==> src/rtl/lap_display_ctrl.sv <==
// Lap/split capture and recall front end for the stopwatch 7-segment display.
// Ports: clk, rst_n, tick_10ms, btn_lap, btn_recall, running, clear_laps,
//    time_bcd[15:0] in; disp_bcd[15:0], disp_is_lap, lap_idx[1:0],
//    lap_count[2:0], overflow out. Optional macro LAP_HOLD_EN adds HOLD.
module lap_display_ctrl #(
   parameter int DEB_TICKS    = 2,
   parameter int RECALL_TICKS = 500,
   parameter int HOLD_TICKS   = 100
) (
   input  logic        clk,
   input  logic        rst_n,
   input  logic        tick_10ms,
   input  logic        btn_lap,
   input  logic        btn_recall,
   input  logic        running,
   input  logic        clear_laps,
   input  logic [15:0] time_bcd,
   output logic [15:0] disp_bcd,
   output logic        disp_is_lap,
   output logic [1:0]  lap_idx,
   output logic [2:0]  lap_count,
   output logic        overflow
);

   localparam int DW   = (DEB_TICKS > 1) ? $clog2(DEB_TICKS) : 1;
   localparam int TMAX = (RECALL_TICKS > HOLD_TICKS) ? RECALL_TICKS
                                                     : HOLD_TICKS;
   localparam int TW   = (TMAX > 1) ? $clog2(TMAX) : 1;

   localparam logic [DW-1:0] DEB_LAST    = DW'(DEB_TICKS - 1);
   localparam logic [TW-1:0] RECALL_LAST = TW'(RECALL_TICKS - 1);

   localparam logic [1:0] ST_LIVE   = 2'd0;
   localparam logic [1:0] ST_RECALL = 2'd1;
`ifdef LAP_HOLD_EN
   localparam logic [1:0] ST_HOLD   = 2'd2;
   localparam logic [TW-1:0] HOLD_LAST = TW'(HOLD_TICKS - 1);
`endif

   // ---------------- button conditioning ----------------
   // index 0 = lap, index 1 = recall
   logic [1:0]    btn_raw;
   logic [1:0]    s1_q, s1_d;
   logic [1:0]    s2_q, s2_d;
   logic [1:0]    lvl_q, lvl_d;
   logic [1:0]    arm_q, arm_d;
   logic [1:0]    ev_q, ev_d;
   logic [DW-1:0] dcnt_q [2];
   logic [DW-1:0] dcnt_d [2];

   assign btn_raw = {btn_recall, btn_lap};

   // A button must be seen released after reset before it may fire:
   // arm_q sets on the first tick where both the synced and accepted
   // levels are low. The sync flops reset high so a button held through
   // reset never looks released until it really is.
   always_comb begin
      s1_d  = btn_raw;
      s2_d  = s1_q;
      lvl_d = lvl_q;
      arm_d = arm_q;
      for (int i = 0; i < 2; i++) begin
         dcnt_d[i] = dcnt_q[i];
         if (tick_10ms) begin
            if (s2_q[i] != lvl_q[i]) begin
               if (dcnt_q[i] == DEB_LAST) begin
                  lvl_d[i]  = s2_q[i];
                  dcnt_d[i] = '0;
               end else begin
                  dcnt_d[i] = dcnt_q[i] + DW'(1);
               end
            end else begin
               dcnt_d[i] = '0;
            end
            if (!arm_q[i] && !s2_q[i] && !lvl_q[i]) begin
               arm_d[i] = 1'b1;
            end
         end
      end
      ev_d = lvl_d & ~lvl_q & arm_q;
   end

   always_ff @(posedge clk or negedge rst_n) begin
      if (!rst_n) begin
         s1_q      <= 2'b11;
         s2_q      <= 2'b11;
         lvl_q     <= 2'b00;
         arm_q     <= 2'b00;
         ev_q      <= 2'b00;
         dcnt_q[0] <= '0;
         dcnt_q[1] <= '0;
      end else begin
         s1_q      <= s1_d;
         s2_q      <= s2_d;
         lvl_q     <= lvl_d;
         arm_q     <= arm_d;
         ev_q      <= ev_d;
         dcnt_q[0] <= dcnt_d[0];
         dcnt_q[1] <= dcnt_d[1];
      end
   end

   logic lap_ev;
   logic rec_ev;

   assign lap_ev = ev_q[0];
   assign rec_ev = ev_q[1];

   // ---------------- lap buffer and mode control ----------------
   logic [1:0]    state_q, state_d;
   logic [1:0]    idx_q, idx_d;
   logic [2:0]    cnt_q, cnt_d;
   logic          ovf_q, ovf_d;
   logic [TW-1:0] tmr_q, tmr_d;
   logic [15:0]   mem_q [4];
   logic [15:0]   mem_d [4];
   logic [15:0]   disp_q, disp_d;
   logic          is_lap_q, is_lap_d;

   always_comb begin
      state_d = state_q;
      idx_d   = idx_q;
      cnt_d   = cnt_q;
      ovf_d   = ovf_q;
      tmr_d   = tmr_q;
      for (int k = 0; k < 4; k++) begin
         mem_d[k] = mem_q[k];
      end

      if (clear_laps) begin
         state_d = ST_LIVE;
         idx_d   = 2'd0;
         cnt_d   = 3'd0;
         ovf_d   = 1'b0;
         tmr_d   = '0;
      end else if (state_q == ST_RECALL) begin
         if (lap_ev) begin
            state_d = ST_LIVE;
            tmr_d   = '0;
         end else if (rec_ev) begin
            tmr_d = '0;
            if ({1'b0, idx_q} == cnt_q - 3'd1) begin
               idx_d = 2'd0;
            end else begin
               idx_d = idx_q + 2'd1;
            end
         end else if (tick_10ms) begin
            if (tmr_q == RECALL_LAST) begin
               state_d = ST_LIVE;
               tmr_d   = '0;
            end else begin
               tmr_d = tmr_q + TW'(1);
            end
         end
      end else begin
         // LIVE, and HOLD which reacts to presses exactly like LIVE
         if (lap_ev) begin
            if (running) begin
               if (!cnt_q[2]) begin
                  mem_d[cnt_q[1:0]] = time_bcd;
                  cnt_d = cnt_q + 3'd1;
`ifdef LAP_HOLD_EN
                  state_d = ST_HOLD;
                  idx_d   = cnt_q[1:0];
                  tmr_d   = '0;
`endif
               end else begin
                  ovf_d = 1'b1;
               end
            end
         end else if (rec_ev && cnt_q != 3'd0) begin
            state_d = ST_RECALL;
            idx_d   = 2'd0;
            tmr_d   = '0;
         end
`ifdef LAP_HOLD_EN
         else if (state_q == ST_HOLD && tick_10ms) begin
            if (tmr_q == HOLD_LAST) begin
               state_d = ST_LIVE;
               tmr_d   = '0;
            end else begin
               tmr_d = tmr_q + TW'(1);
            end
         end
`endif
      end
   end

   // Display follows the current mode, so it lags lap_idx by one clk
   // and in LIVE shows time_bcd from the previous clk.
   always_comb begin
      disp_d   = time_bcd;
      is_lap_d = 1'b0;
      if (state_q != ST_LIVE) begin
         disp_d   = mem_q[idx_q];
         is_lap_d = 1'b1;
      end
   end

   always_ff @(posedge clk or negedge rst_n) begin
      if (!rst_n) begin
         state_q  <= ST_LIVE;
         idx_q    <= 2'd0;
         cnt_q    <= 3'd0;
         ovf_q    <= 1'b0;
         tmr_q    <= '0;
         disp_q   <= 16'h0000;
         is_lap_q <= 1'b0;
      end else begin
         state_q  <= state_d;
         idx_q    <= idx_d;
         cnt_q    <= cnt_d;
         ovf_q    <= ovf_d;
         tmr_q    <= tmr_d;
         disp_q   <= disp_d;
         is_lap_q <= is_lap_d;
      end
   end

   // Buffer contents are never shown before being written, so no reset.
   always_ff @(posedge clk) begin
      for (int k = 0; k < 4; k++) begin
         mem_q[k] <= mem_d[k];
      end
   end

   assign disp_bcd    = disp_q;
   assign disp_is_lap = is_lap_q;
   assign lap_idx     = idx_q;
   assign lap_count   = cnt_q;
   assign overflow    = ovf_q;

endmodule

==> config.mk <==
export PLATFORM = sky130hd
export DESIGN_NAME = lap_display_ctrl
export DESIGN_NICKNAME = d
export VERILOG_FILES = /design/src/rtl/lap_display_ctrl.sv
export SDC_FILE = /design/constraint.sdc
export NUM_CORES = 1
export LEC_CHECK = 0
export BUFFER_PORTS_ARGS = -buffer_cell sky130_fd_sc_hd__buf_2
export CAP_MARGIN = 20
export CORE_MARGIN = 10
export CORE_UTILIZATION = 45
export CTS_CLUSTER_DIAMETER = 150
export CTS_CLUSTER_SIZE = 24
export DETAILED_ROUTE_END_ITERATION = 12
export PLACE_DENSITY = 0.78
export SLEW_MARGIN = 5
export SYNTH_ARGS = -nofsm -noshare
export SYNTH_HDL_FRONTEND = slang
export SYNTH_SLANG_ARGS = --single-unit
==> constraint.sdc <==
create_clock -name clk -period 1.6 [get_ports clk]
set_input_delay 0.08 -clock clk [delete_from_list [all_inputs] [get_ports clk]]
set_output_delay 0.08 -clock clk [all_outputs]
set_load 0.01 [all_outputs]
# Word level (Yosys, flattened, before mapping)
# Memories as Yosys holds them, arrays and structs flattened.
# Cells that the tools add are included.
# totals
ff_bits	46
latch_bits	0
ram_bits	64
rom_bits	0
in_bits	23
word_cells	122
memories	1
# memory_table
name	depth	width	rd	rd_clocked_by_memory_dff	wr	line	text
mem_q	4	16	5	0	4	115	logic [15:0] mem_q [4];
# op_classes
add_sub_neg	6
n_mul	0
div	0
order_cmp	2
eq_ne	14
shift	0
mux	53
n_bitwise	4
n_reduce_logical	26
# ops
op	n
$mux W64	5
$mux W9	8
$bwmux W64	1
$demux W16 S2	1
$mux W16	2
$mux W2	15
$mux W1	16
$mux W3	5
$add A9 B1 Y9 const B	1
$eq A9 B9 Y1 const B	1
$reduce_and A3 Y1	3
$ne A4 B4 Y1 const B	2
$reduce_and A4 Y1	2
$reduce_bool A2 Y1	4
$logic_and A1 B1 Y1	6
$logic_not A1 Y1	6
$ne A2 B2 Y1 const B	3
$reduce_bool A3 Y1	2
$ne A5 B5 Y1 const B	1
$reduce_and A5 Y1	1
$and A2 B2 Y2	2
$ne A4 B3 Y1 const B	1
$reduce_and A2 Y1	2
$add A3 B1 Y3 const B	1
12 further kinds	14

# Logic depth before layout (Yosys ltp)
# Gate-level depths: netlist of the first run.
# depth
depth_word	11
depth_mapped	7
depth_no_buf	6

# Least setup slack after synthesis of the first run
# No wires, ideal clock.
# synth_timing
path_kind	reg-to-reg
start	register idx_q[0] (netlist: lap_idx[0])
end	register disp_q[10] (netlist: disp_bcd[10])
setup_ns	0.125
arrival_time_ns	1.641
required_time_ns	1.475
setup_slack_ns	-0.165
path_stages_with_launch	4
cell_sequence	dfrtp_1 -> buf_1 -> mux4_2 -> mux2_2
# synth_via
elab_chain_len	2
# synth_lines
item	line	text
from (decl)	111	logic [1:0] idx_q, idx_d;
from (signal assigned)	211	idx_q <= idx_d;
$mem_v2 Z4 W16	-	
$mux W16	194	if (state_q != ST_LIVE) begin
via disp_d[10]	117	logic [15:0] disp_q, disp_d;
to (signal assigned)	215	disp_q <= disp_d;
to (decl)	117	
# The timed path passes the listed nets, and every way through them passes these cells.
# A chain may end at the register's enable or synchronous reset.

# Worst setup path after layout of the first run
# layout_timing
start	register ev_q[1]
end	register tmr_q[6]
# layout_via
elab_chain_len	4
# layout_lines
item	line	text
from (decl)	47	logic [1:0] ev_q, ev_d;
from (signal assigned)	97	ev_q <= ev_d;
$mux W9	140	end else if (rec_ev) begin
$mux W9	137	if (lap_ev) begin
$mux W9	136	end else if (state_q == ST_RECALL) begin
$mux W9	130	if (clear_laps) begin
to (signal assigned)	214	tmr_q <= tmr_d;
to (decl)	114	logic [TW-1:0] tmr_q, tmr_d;
# Several ways; a longest one is shown, not always the timed one.

==> results.txt, run 1 <==
After technology mapping, the gate count stands at 261. The root buffer selected by CTS is sky130_fd_sc_hd__clkbuf_8. The number of max-slew violations in the final report is 0.

The overall routed net length is 8150 um. The end point of the critical path is tmr_q[6]$_DFFE_PN0P_. The number of buffers inserted during clock tree synthesis came out at 9. TritonCTS built the clock tree. The flop and latch count out of synthesis is 109. The synthesis warning total came out at 0. Among all cell types in the netlist, the one instantiated most often is sky130_fd_sc_hd__edfxtp_1. The number of distinct library cells after synthesis is 43. Of the post-synthesis cell area, the dominant cell type holds 44.0%. The share of the Yosys chip area taken by registers is 69.9%. The DRC violations left is 0. The count of maximum capacitance violations is 0. The die covers 14,000 sq um. The HPWL after detailed placement is 5230 um. The first global-routing pass estimated 13,700 um of wire. The hold violation count in the final report came out at 0.

The final number of setup-violating endpoints came out at 2. The summed instance area of the synthesized netlist is 4370 sq um. At the end of routability-driven placement, the weighted congestion stood at 0.767. The overall overflow remaining after global route is 0. Counting cells, the worst reg-to-reg path comes to 5. The smallest hold slack is 0.0729 ns.

The post-layout minimum cycle time is 1.62 ns. The critical path data required time is 1.88 ns. The static leakage power is 2.08 nW. The number of port buffers came out at 45. The data arrival time of the critical path came out at 1.90 ns.

Setup repair after global routing could not meet its margin everywhere. The critical path is of the reg -> reg type. The maximum buffer depth of the clock tree is 2. The fraction of final layout cells with drive strength greater than 1 came out at 39.8%.

The routed via count is 2,473. The final reports fail on negative setup slack. The final worst setup slack came out at -0.0204 ns. The maximum single-stage delay on the critical path is 0.55 ns. The minimum setup slack among reg-to-reg paths is -0.02 ns.

After clock tree synthesis, the clock-pin slew on the worst setup and hold paths is 0.10 ns. The total routing resource utilization after global routing is 12.0%. Traced cell by cell, the critical path runs through or4b_4 > a211oi_4 > buf_6 > a41oi_2 > a31oi_1. The I/O pin count is 46. The area added between synthesis and finish is 24.0%. The filler cell count is 715.

The flow ran to the end, but the final reports show violations. The post-place setup slack came out at -0.110 ns. The first-pass detailed-route iteration total came out at 4. The terminus of the critical flop-to-flop path is tmr_q[6]$_DFFE_PN0P_. The number of antenna diodes in the final layout is 0. The slowest stage of the critical path is the sky130_fd_sc_hd__or4b_4 cell.

The die is 119 um wide. Ranked by total cell area, the synthesized netlist is headed by sky130_fd_sc_hd__edfxtp_1 44%, sky130_fd_sc_hd__dfrtp_1 23%, sky130_fd_sc_hd__mux4_2 8.2%, sky130_fd_sc_hd__mux2_2 5.2%, sky130_fd_sc_hd__dfstp_2 2.4%. The CTS H-tree depth came out at 3.

The detail-routed net length per standard cell is 16.7 um. The detail-routed via count per cell is 5.07. The finished cells cover 5420 sq um. The share of the clock period used by the worst path came out at 101%. Measured along the y axis, the die boundary spans 119 um. Derived from the worst setup path, the maximum achievable clock frequency is 617 MHz. The starting density of the core came out at 46.8%. The origin of the critical flop-to-flop path is ev_q[1]$_DFF_PN0_. Among all flip-flop cells after synthesis, the most frequent one is sky130_fd_sc_hd__edfxtp_1. The worst setup path is captured at a flip-flop. At the later pin of the worst-skew pair, clock insertion delay measures 0.36 ns.

On the final layout, the worst clock skew is 0.0102 ns. The largest net degree at the start of global routing is 46. For the pin with the worst max-slew slack, the measured transition is 0.589 ns. The path class of the tightest hold or removal check is in -> reg.

The number of enable flip-flop cells after synthesis came out at 64. The total power consumption of the routed design is 5.15 mW. Clock tree synthesis found a total of 109 sinks.

The power per standard cell area is 950 nW/um^2. The worst ir drop on vdd came out at 0.000516 V. The fraction of registers with async set/reset is 41.3%. The first-iteration detailed-routing DRC count came out at 126.

The area of the placeable core came out at 9330 sq um. The number of routed nets with antenna violations is 0. The via count of the first global-routing pass is 2,677.

The relative max-transition margin came out at 60.7%. The number of antenna violations at the first check in global routing came out at 0. In this run the worst path has a maximum fanout of 5. The commonest cells after synthesis are 64 x sky130_fd_sc_hd__edfxtp_1, 41 x sky130_fd_sc_hd__dfrtp_1, 20 x sky130_fd_sc_hd__mux2_2.

The launch point of the critical path is ev_q[1]$_DFF_PN0_. The synthesized net count came out at 290. The kind of start point of the critical path is a flip-flop. Summing all placed instances gives a cell area of 4980 sq um.

The number of core rows came out at 35. For the final routed database, the setup TNS stands at -0.0339 ns. The mean instance size in the synthesized netlist came out at 16.7 sq um. The cell type with the largest total area after synthesis is sky130_fd_sc_hd__edfxtp_1. The number of nets in the final layout is 383.
## critical path, delay by kind of cell, from the launching register on
kind | cells | cell delay [ns]
flops | 1 | 0.38
compound gates | 3 | 0.47
simple gates | 1 | 0.55
buf+inv | 1 | 0.15
## cell usage in the layout (no fill, tap or decap), types with 5 or more instances in the layout
master	Yosys	final
sky130_fd_sc_hd__dfrtp_1	41	40
sky130_fd_sc_hd__nand3_1	7	7
sky130_fd_sc_hd__inv_1	7	6
sky130_fd_sc_hd__a21oi_1	9	7
sky130_fd_sc_hd__nand2_1	12	12
sky130_fd_sc_hd__edfxtp_1	64	64
sky130_fd_sc_hd__nand2b_1	5	5
sky130_fd_sc_hd__clkbuf_8	0	9
sky130_fd_sc_hd__dlygate4sd3_1	0	19
sky130_fd_sc_hd__buf_2	5	46
sky130_fd_sc_hd__a31oi_1	7	7
sky130_fd_sc_hd__mux2_2	20	20
sky130_fd_sc_hd__buf_4	1	21
sky130_fd_sc_hd__ha_1	6	5
sky130_fd_sc_hd__buf_12	0	6
sky130_fd_sc_hd__nor2_1	10	10
sky130_fd_sc_hd__mux4_2	16	16
## through the flow
step           util (%)  cells
2_1_floorplan         -    261
3_3_place_gp       53.3    450
3_5_place_dp       53.3    450
4_1_cts            57.8    487
5_1_grt            58.1    488
6_report           58.1    488
## routing by layer
layer  up-vias  wire [um]  GRT usage, %  part of all wire [%]
li1       1175          -             -                     -
met1      1233       3640          15.4                    45
met2        54       4050          19.0                    50
met3        11        330          2.67                   4.0
met4         0        140          5.65                   1.7
met5         -          0             0                     0
## worst min-delay path by stage
stage	end	from	depth (start not counted)	slack, ns
floorplan	arm_q[0]$_DFFE_PN0P_	rst_n	0	-0.22
global placement	disp_bcd[4]$_DFF_PN0_	rst_n	2	0.19
detailed placement	s1_q[1]$_DFF_PN1_	btn_recall	1	0.19
CTS	lap_idx[1]$_DFFE_PN0P_	clear_laps	3	0.05
global route	lap_count[0]$_DFFE_PN0P_	clear_laps	3	0.06
finish	lap_count[0]$_DFFE_PN0P_	clear_laps	3	0.07
## flip-flops by register name, indices dropped and copies added, names as in the netlist
signal and count:
arm_q 2, dcnt_q 2, disp_bcd 16, disp_is_lap 1, ev_q 2, lap_count 3
lap_idx 2, lvl_q 2, mem_q 64, overflow 1, s1_q 2, s2_q 2
state_q 1, tmr_q 9
## power by group
part	internal, mW	switching [mW]	total [mW]
logic	0.209	0.183	0.393
registers	3.08	0.0570	3.13
clock network	0.742	0.881	1.62
## cell type report
type | count | area [sq um] | area share (%)
flip-flops and latches | 109 | 3050 | 56.4
multi-input cells | 133 | 1260 | 23.3
repair buffers | 94 | 721 | 13.3
well taps | 129 | 161 | 2.98
clock buffers | 12 | 135 | 2.49
clock inverters | 4 | 56.3 | 1.04
inverters | 7 | 26.3 | 0.485
## cells by family (layout without fill, tap and decap cells)
| family | Yosys count | count (layout) | synth area share [%] |
|---|---|---|---|
| buf+inv | 19 | 117 | 2.03 |
| fa+ha+maj | 6 | 6 | 1.72 |
| compound gates | 33 | 33 | 5.21 |
| flops | 109 | 109 | 69.9 |
| mux | 37 | 37 | 13.6 |
| xor+xnor | 6 | 6 | 1.20 |
| simple gates | 51 | 51 | 6.30 |
## what timing repair did
action	CTS	global route
buffers inserted	1	1
resized for setup	4	6
hold endpoints to repair	112	0
setup endpoints to repair	6	76
cloned	1	0
pin swaps	8	1
hold buffers	19	0
(Power assumes the default switching activity.)
==> inputs of run 2 (changes only) <==
==> constraint.sdc (replaced) <==
create_clock -name clk -period 1.6 [get_ports clk]
set_input_delay 0.08 -clock clk [delete_from_list [all_inputs] [get_ports clk]]
set_output_delay 0.08 -clock clk [all_outputs]
set_load 0.05 [all_outputs]
==> run 2 against run 1 <==
The run still ends with negative setup slack left. Non-clock buffer count shrank 1. Setup slack lost 0.022 ns. Combinational power grew 19%. Via count grew 0.85%. Count of clock-buffer cells in the layout shrank 3. Critical path type unchanged.
==> results.txt, run 2 (synthesis results as in run 1) <==
The root buffer selected by CTS is sky130_fd_sc_hd__clkbuf_8 (unchanged). The cell area after placement is 4990 sq um (was 4980 sq um). The number of standard cells in the layout, taps in and fillers out came out at 487 (was 488). Failing checks: negative setup slack (unchanged). The logic gate share of total power is 8.7% (was 7.6%). The number of flip-flops under the largest register name came to 64 (unchanged). The detailed-placement wirelength estimate is 5330 um (was 5230 um).

The number of nets in the final layout came out at 382 (was 383). The DRC violations left came out at 0 (unchanged). The relative max-transition margin is 60.9% (was 60.7%). The number of buffers inserted during clock tree synthesis was 9 (unchanged). The count of maximum capacitance violations is 0 (unchanged). The critical path data required time came out at 1.88 ns (about the same). The peak clock frequency supported by timing came out at 609 MHz (was 617 MHz). The actual slew at the worst max-slew pin came out at 0.586 ns (was 0.589 ns). The total inserted antenna cells is 0 (unchanged). Outcome: complete, but fails checks (unchanged). The largest net degree at the start of global routing came to 46 (unchanged). The share of the clock period used by the worst path is 103% (was 101%).

The depth of the worst register-to-register path is 5 (unchanged). The summed area of non-filler cells in the final layout came out at 5470 sq um (was 5420 sq um). The total routing resource utilization after global routing came out at 11.9% (was 12.0%). The highest fanout seen on the critical path is 5 (unchanged).

The final worst setup slack is -0.0424 ns (was -0.0204 ns). The post-layout minimum cycle time is 1.64 ns (was 1.62 ns). The first-pass detailed-route iteration total is 5 (was 4). The area of the placeable core came out at 9330 sq um (unchanged). The switching power came out at 1.32 mW (was 1.12 mW).

The critical setup path kind is reg -> reg (unchanged). The area added between synthesis and finish was 25.2% (was 24.0%). The hold violation count in the final report is 0 (unchanged).

The number of port buffers is 45 (unchanged). The vertical extent of the die is 119 um (unchanged). The number of routed nets with antenna violations came out at 0 (unchanged). The leading cell type in the layout, fill and taps excluded is sky130_fd_sc_hd__edfxtp_1 (unchanged). The clock latency on the worst-skew pair came out at 0.37 ns (was 0.36 ns).

The starting density of the core is 46.8% (unchanged). The number of instances in the placed design came to 449 (was 450). The post-place setup slack came out at -0.133 ns (was -0.110 ns).

The final number of setup-violating endpoints came out at 6 (was 2). The worst ir drop on vdd came out at 0.000524 V (was 0.000516 V). The largest clock skew in the final design came out at 0.0152 ns (was 0.0102 ns).

The detail-routed via count per cell was 5.12 (was 5.07). The fraction of the core area covered by cells at the end of the flow is 58.6% (was 58.1%). The type of the tightest min-delay check is in -> reg (unchanged). The clock-pin slew on the worst setup and hold paths is 0.10 ns (about the same). The number of core rows came to 35 (unchanged). The relative contribution of sequential cells to total power is 58.3% (was 60.9%). The detail-routed net length per standard cell came out at 16.8 um (was 16.7 um). The cell-internal power came to 4.06 mW (was 4.03 mW). The kind of start point of the critical path is a flip-flop (unchanged). The switching portion of total power was 24.5% (was 21.8%). The number of max-slew violations in the final report is 0 (unchanged). The critical path endpoint category was a flip-flop (unchanged). The routed via count came out at 2,494 (was 2,473). The die footprint is 14,000 sq um (unchanged).

RSZ-0062 raised after global routing: true (unchanged). The wire length on met1 is 3600 um (was 3640 um). The final setup TNS was -0.141 ns (was -0.0339 ns).

The power per standard cell area came out at 984 nW/um^2 (was 950 nW/um^2). The die width came to 119 um (unchanged). The routed length on met2 came out at 4090 um (was 4050 um). The register with the most flip-flops is mem_q (unchanged).

The wire length of the first global-routing pass came out at 13,500 um (was 13,700 um). The CTS tree is yes (unchanged). The I/O pin count came out at 46 (unchanged). The worst hold path stage count is 3 (unchanged). The static leakage power came to 2.08 nW (about the same).

The maximum buffer depth of the clock tree came to 2 (unchanged). The uppermost layer routed is met4 (unchanged). The data arrival time of the critical path is 1.92 ns (was 1.90 ns).

The via count of the first global-routing pass is 2,579 (was 2,677). The detailed route wirelength on metal3 is 342 um (was 330 um). The fraction of final layout cells with drive strength greater than 1 came out at 42.2% (was 39.8%).

The overall routed net length is 8190 um (was 8150 um). The overall overflow remaining after global route came out at 0 (unchanged). The CTS H-tree depth is 3 (unchanged). The part of the power in the clock network is 33.0% (was 31.5%).

The clock sink count is 109 (unchanged). The number of antenna violations at the first check in global routing was 0 (unchanged). The first-iteration detailed-routing DRC count was 110 (was 126). The last weighted congestion value of the routability-driven placer came to 0.818 (was 0.767). Most frequent cells in the layout: 64 x sky130_fd_sc_hd__edfxtp_1, 46 x sky130_fd_sc_hd__buf_2, 36 x sky130_fd_sc_hd__dfrtp_1 (was 64 x sky130_fd_sc_hd__edfxtp_1, 46 x sky130_fd_sc_hd__buf_2, 40 x sky130_fd_sc_hd__dfrtp_1).
==> run 2: changes by cell type in the layout (fill, tap and decap cells not counted), moves of 2 or more <==
cell,before,now
sky130_fd_sc_hd__inv_8,0,2
sky130_fd_sc_hd__clkinv_8,0,2
sky130_fd_sc_hd__dfrtp_2,1,5
sky130_fd_sc_hd__dfrtp_1,40,36
sky130_fd_sc_hd__clkbuf_1,3,0
==> run 2: critical path, stage by stage, from the launching register on <==
cell and delay, ns:
sky130_fd_sc_hd__dfrtp_1 0.39, sky130_fd_sc_hd__or4b_4 0.55, sky130_fd_sc_hd__a211oi_4 0.20, sky130_fd_sc_hd__buf_6 0.15, sky130_fd_sc_hd__a41oi_2 0.11, sky130_fd_sc_hd__a31oi_1 0.16
==> run 2: power groups by stage <==
stage / Combinational (mW) / Clock [mW] / Sequential (mW)
floorplan: 0.190 / 0 / 3.27
global placement: 0.415 / 0 / 3.19
detailed placement: 0.432 / 0 / 3.19
CTS: 0.469 / 1.83 / 3.13
global route: 0.512 / 1.93 / 3.15
finish: 0.467 / 1.78 / 3.14
==> run 2: through the flow <==
stage | hold slack, ns | power [mW]
2_1_floorplan | -0.216 | 3.46
3_3_place_gp | 0.186 | 3.60
3_5_place_dp | 0.186 | 3.62
4_1_cts | 0.0442 | 5.43
5_1_grt | 0.0795 | 5.58
6_report | 0.0722 | 5.38
==> run 2: final cells by class <==
type                    instances  area (sq um)
fillers                       718          3860
well taps                     129           161
clock buffers                   9           124
multi-input cells             133          1280
repair buffers                 93           709
flip-flops and latches        109          3060
inverters                       7          26.3
clock inverters                 7           101
==> run 2: final timing paths <==
kind	slack, ns	start	to
max in group asynchronous	0.83	rst_n	lap_count[1]$_DFFE_PN0P_
worst min register to register	0.36	s1_q[0]$_DFF_PN1_	s2_q[0]$_DFF_PN1_
worst max register to register	-0.04	ev_q[1]$_DFF_PN0_	tmr_q[6]$_DFFE_PN0P_
min in group asynchronous	0.30	rst_n	disp_bcd[4]$_DFF_PN0_
worst min-delay path	0.07	tick_10ms	ev_q[1]$_DFF_PN0_
worst max-delay path	-0.04	ev_q[1]$_DFF_PN0_	tmr_q[6]$_DFFE_PN0P_
==> run 2: layer usage <==
metal  global-route usage (%)  vias to the layer above
li1                         -                     1180
met1                     15.0                     1239
met2                     19.4                       63
met3                     2.48                       12
met4                     5.27                        0
met5                        0                        -
==> run 2: timing repair <==
item                                    4_1_cts  5_1_grt
hold endpoints to repair                    118        0
pin swaps                                     4        2
endpoints found under the setup margin        8       30
cloned                                        1        0
buffers inserted                              1        1
hold buffers                                 19        0
resized for setup                             6        2
==> inputs of run 3 (changes only) <==
CORE_ASPECT_RATIO = 1.2   (was unset)
==> run 3 against run 2 <==
The run still ends with negative setup slack left. Non-clock buffer count is 2 higher. Critical endpoint unchanged. First-iteration DRC count increased by 22%. Via count is 1.3% higher. Fmax increased by 0.83%. Critical path type unchanged. Core utilization is 0.25 points lower. Count of clock-buffer cells in the layout did not move. Clock power up 26%. Setup slack better by 0.014 ns.
==> results.txt, run 3 (synthesis results as in run 1) <==
The clock latency on the worst-skew pair came out at 0.35 ns (was 0.37 ns). The number of buffers inserted during clock tree synthesis came out at 9 (unchanged). The hold violation count in the final report was 0 (unchanged). The end point of the critical path is tmr_q[6]$_DFFE_PN0P_ (unchanged).

The CTS tree is yes (unchanged). The root buffer selected by CTS was sky130_fd_sc_hd__clkbuf_16 (was sky130_fd_sc_hd__clkbuf_8). The vertical extent of the die came out at 128 um (was 119 um). The first-iteration detailed-routing DRC count came to 134 (was 110). The fraction of final layout cells with drive strength greater than 1 came out at 42.2% (about the same). The number of max-slew violations in the final report is 0 (unchanged). The detailed-placement wirelength estimate is 5600 um (was 5330 um).

The maximum buffer depth of the clock tree came out at 2 (unchanged). The starting density of the core was 45.9% (was 46.8%). The register with the most flip-flops is mem_q (unchanged).

The post-place setup slack was -0.134 ns (was -0.133 ns). The number of nets in the final layout is 384 (was 382). The number of core rows is 39 (was 35). The largest net degree at the start of global routing is 20 (was 46). The die footprint is 14,100 sq um (was 14,000 sq um). The die width is 110 um (was 119 um). Most frequent cells in the layout: 64 x sky130_fd_sc_hd__edfxtp_1, 45 x sky130_fd_sc_hd__buf_2, 36 x sky130_fd_sc_hd__dfrtp_1 (was 64 x sky130_fd_sc_hd__edfxtp_1, 46 x sky130_fd_sc_hd__buf_2, 36 x sky130_fd_sc_hd__dfrtp_1). The I/O pin count came out at 46 (unchanged). The type of the tightest min-delay check is in -> reg (unchanged).

The routed via count was 2,526 (was 2,494). The terminus of the critical flop-to-flop path was tmr_q[6]$_DFFE_PN0P_ (unchanged). The origin of the critical flop-to-flop path is ev_q[0]$_DFF_PN0_ (was ev_q[1]$_DFF_PN0_). The critical setup path kind is reg -> reg (unchanged). The via count of the first global-routing pass is 2,708 (was 2,579). The number of port buffers is 45 (unchanged). The minimum setup slack among reg-to-reg paths is -0.03 ns (was -0.04 ns).

The area of the placeable core came to 9520 sq um (was 9330 sq um). The clock sink count was 109 (unchanged). The total inserted antenna cells came out at 0 (unchanged). The total routing resource utilization after global routing was 12.6% (was 11.9%). The number of standard cells in the layout, taps in and fillers out is 483 (was 487). The final setup TNS is -0.0559 ns (was -0.141 ns).

The share of the clock period used by the worst path is 102% (was 103%). The CTS H-tree depth is 3 (unchanged). The DRC violations left was 0 (unchanged). The last weighted congestion value of the routability-driven placer came to 0.812 (was 0.818). The number of routed nets with antenna violations is 0 (unchanged). The total power consumption of the routed design was 5.86 mW (was 5.38 mW). The largest clock skew in the final design is 0.00902 ns (was 0.0152 ns).

The data arrival time of the critical path came out at 1.90 ns (was 1.92 ns). The number of flip-flops under the largest register name came to 64 (unchanged). The detail-routed via count per cell came to 5.23 (was 5.12). The post-layout minimum cycle time is 1.63 ns (was 1.64 ns).

The highest fanout seen on the critical path is 3 (was 5). The number of instances in the placed design is 446 (was 449). The overall routed net length was 8340 um (was 8190 um).

The overall overflow remaining after global route is 0 (unchanged). The launch point of the critical path is ev_q[0]$_DFF_PN0_ (was ev_q[1]$_DFF_PN0_). The relative max-transition margin came out at 72.9% (was 60.9%).

The count of maximum capacitance violations came out at 0 (unchanged). The peak clock frequency supported by timing came to 614 MHz (was 609 MHz). The actual slew at the worst max-slew pin came out at 0.406 ns (was 0.586 ns).

The power per standard cell area came to 1050 nW/um^2 (was 984 nW/um^2). RSZ-0062 raised after global routing: true (unchanged). The worst ir drop on vdd came out at 0.000854 V (was 0.000524 V). The final number of setup-violating endpoints came out at 3 (was 6). The critical path endpoint category is a flip-flop (unchanged). The depth of the worst register-to-register path came out at 5 (unchanged). The first-pass detailed-route iteration total is 4 (was 5). The static leakage power is 2.13 nW (was 2.08 nW). The final worst setup slack is -0.0288 ns (was -0.0424 ns). The number of antenna violations at the first check in global routing came out at 0 (unchanged). The detail-routed net length per standard cell is 17.3 um (was 16.8 um). The critical path data required time is 1.87 ns (was 1.88 ns). The kind of start point of the critical path is a flip-flop (unchanged). Failing checks: negative setup slack (unchanged). The clock-pin slew on the worst setup and hold paths is 0.07 ns (was 0.10 ns). Outcome: complete, but fails checks (unchanged). The area added between synthesis and finish came to 27.1% (was 25.2%). The smallest hold slack came out at 0.0741 ns (was 0.0722 ns).

The leading cell type in the layout, fill and taps excluded is sky130_fd_sc_hd__edfxtp_1 (unchanged). The wire length of the first global-routing pass is 13,600 um (was 13,500 um).
## run 3: cell types whose count changed in the layout (fill, tap and decap cells not counted), sizes merged
cell	before	now
buf	74	76
clkinv	2	3
inv	10	9
## run 3: area by class of cell
cell class / instances / area, sq um
clock buffer: 9 / 225
clock inverter: 7 / 83.8
fill: 727 / 3960
inverter: 7 / 26.3
multi-input combinational: 133 / 1290
sequential: 109 / 3060
tap: 123 / 154
timing repair buffer: 95 / 718
## run 3: power by group
part / switching, mW / internal (mW) / leakage, nW
combinational: 0.259 / 0.208 / 0.858
clock: 1.02 / 1.24 / 0.150
sequential: 0.0599 / 3.08 / 1.13
total: 1.34 / 4.52 / 2.13
## run 3: critical path: stages (launching register included)
cell and delay, ns:
sky130_fd_sc_hd__dfrtp_1 0.37, sky130_fd_sc_hd__or4b_4 0.55, sky130_fd_sc_hd__a211oi_4 0.22, sky130_fd_sc_hd__buf_6 0.15
sky130_fd_sc_hd__a41oi_2 0.09, sky130_fd_sc_hd__a31oi_1 0.16
## run 3: worst min path at each step
| stage | end | slack, ns | cells after the start | startpoint |
|---|---|---|---|---|
| global route | lap_idx[0]$_DFFE_PN0P_ | 0.09 | 3 | clear_laps |
| finish | lap_idx[0]$_DFFE_PN0P_ | 0.07 | 3 | clear_laps |
| floorplan | arm_q[0]$_DFFE_PN0P_ | -0.22 | 0 | rst_n |
| CTS | lap_idx[0]$_DFFE_PN0P_ | 0.07 | 3 | clear_laps |
| global placement | tmr_q[6]$_DFFE_PN0P_ | 0.03 | 1 | rst_n |
| detailed placement | tmr_q[4]$_DFFE_PN0P_ | 0.03 | 1 | rst_n |
## run 3: metrics by stage
step	cell area (sq um)	util, %
final	5550	58.4
after global routing	5550	58.4
after global placement	5000	52.5
after floorplan	4440	-
after CTS	5530	58.1
after detailed placement	5000	52.5
## run 3: what timing repair did
| action | CTS | global route |
|---|---|---|
| setup buffers | 2 | 0 |
| pin swaps | 4 | 5 |
| resized for setup | 3 | 5 |
| gates cloned | 0 | 0 |
| hold buffers | 19 | 0 |
| endpoints found under the setup margin | 6 | 72 |
| endpoints found under the hold margin | 82 | 0 |
## run 3: routing by layer
layer / wire length, um / part of all wire, % / vias to the layer above / global-route usage [%]
li1: - / - / 1180 / -
met1: 3420 / 41 / 1273 / 14.0
met2: 4290 / 51 / 59 / 21.1
met3: 373 / 4.5 / 14 / 3.27
met4: 259 / 3.1 / 0 / 7.29
met5: 0 / 0 / - / 0
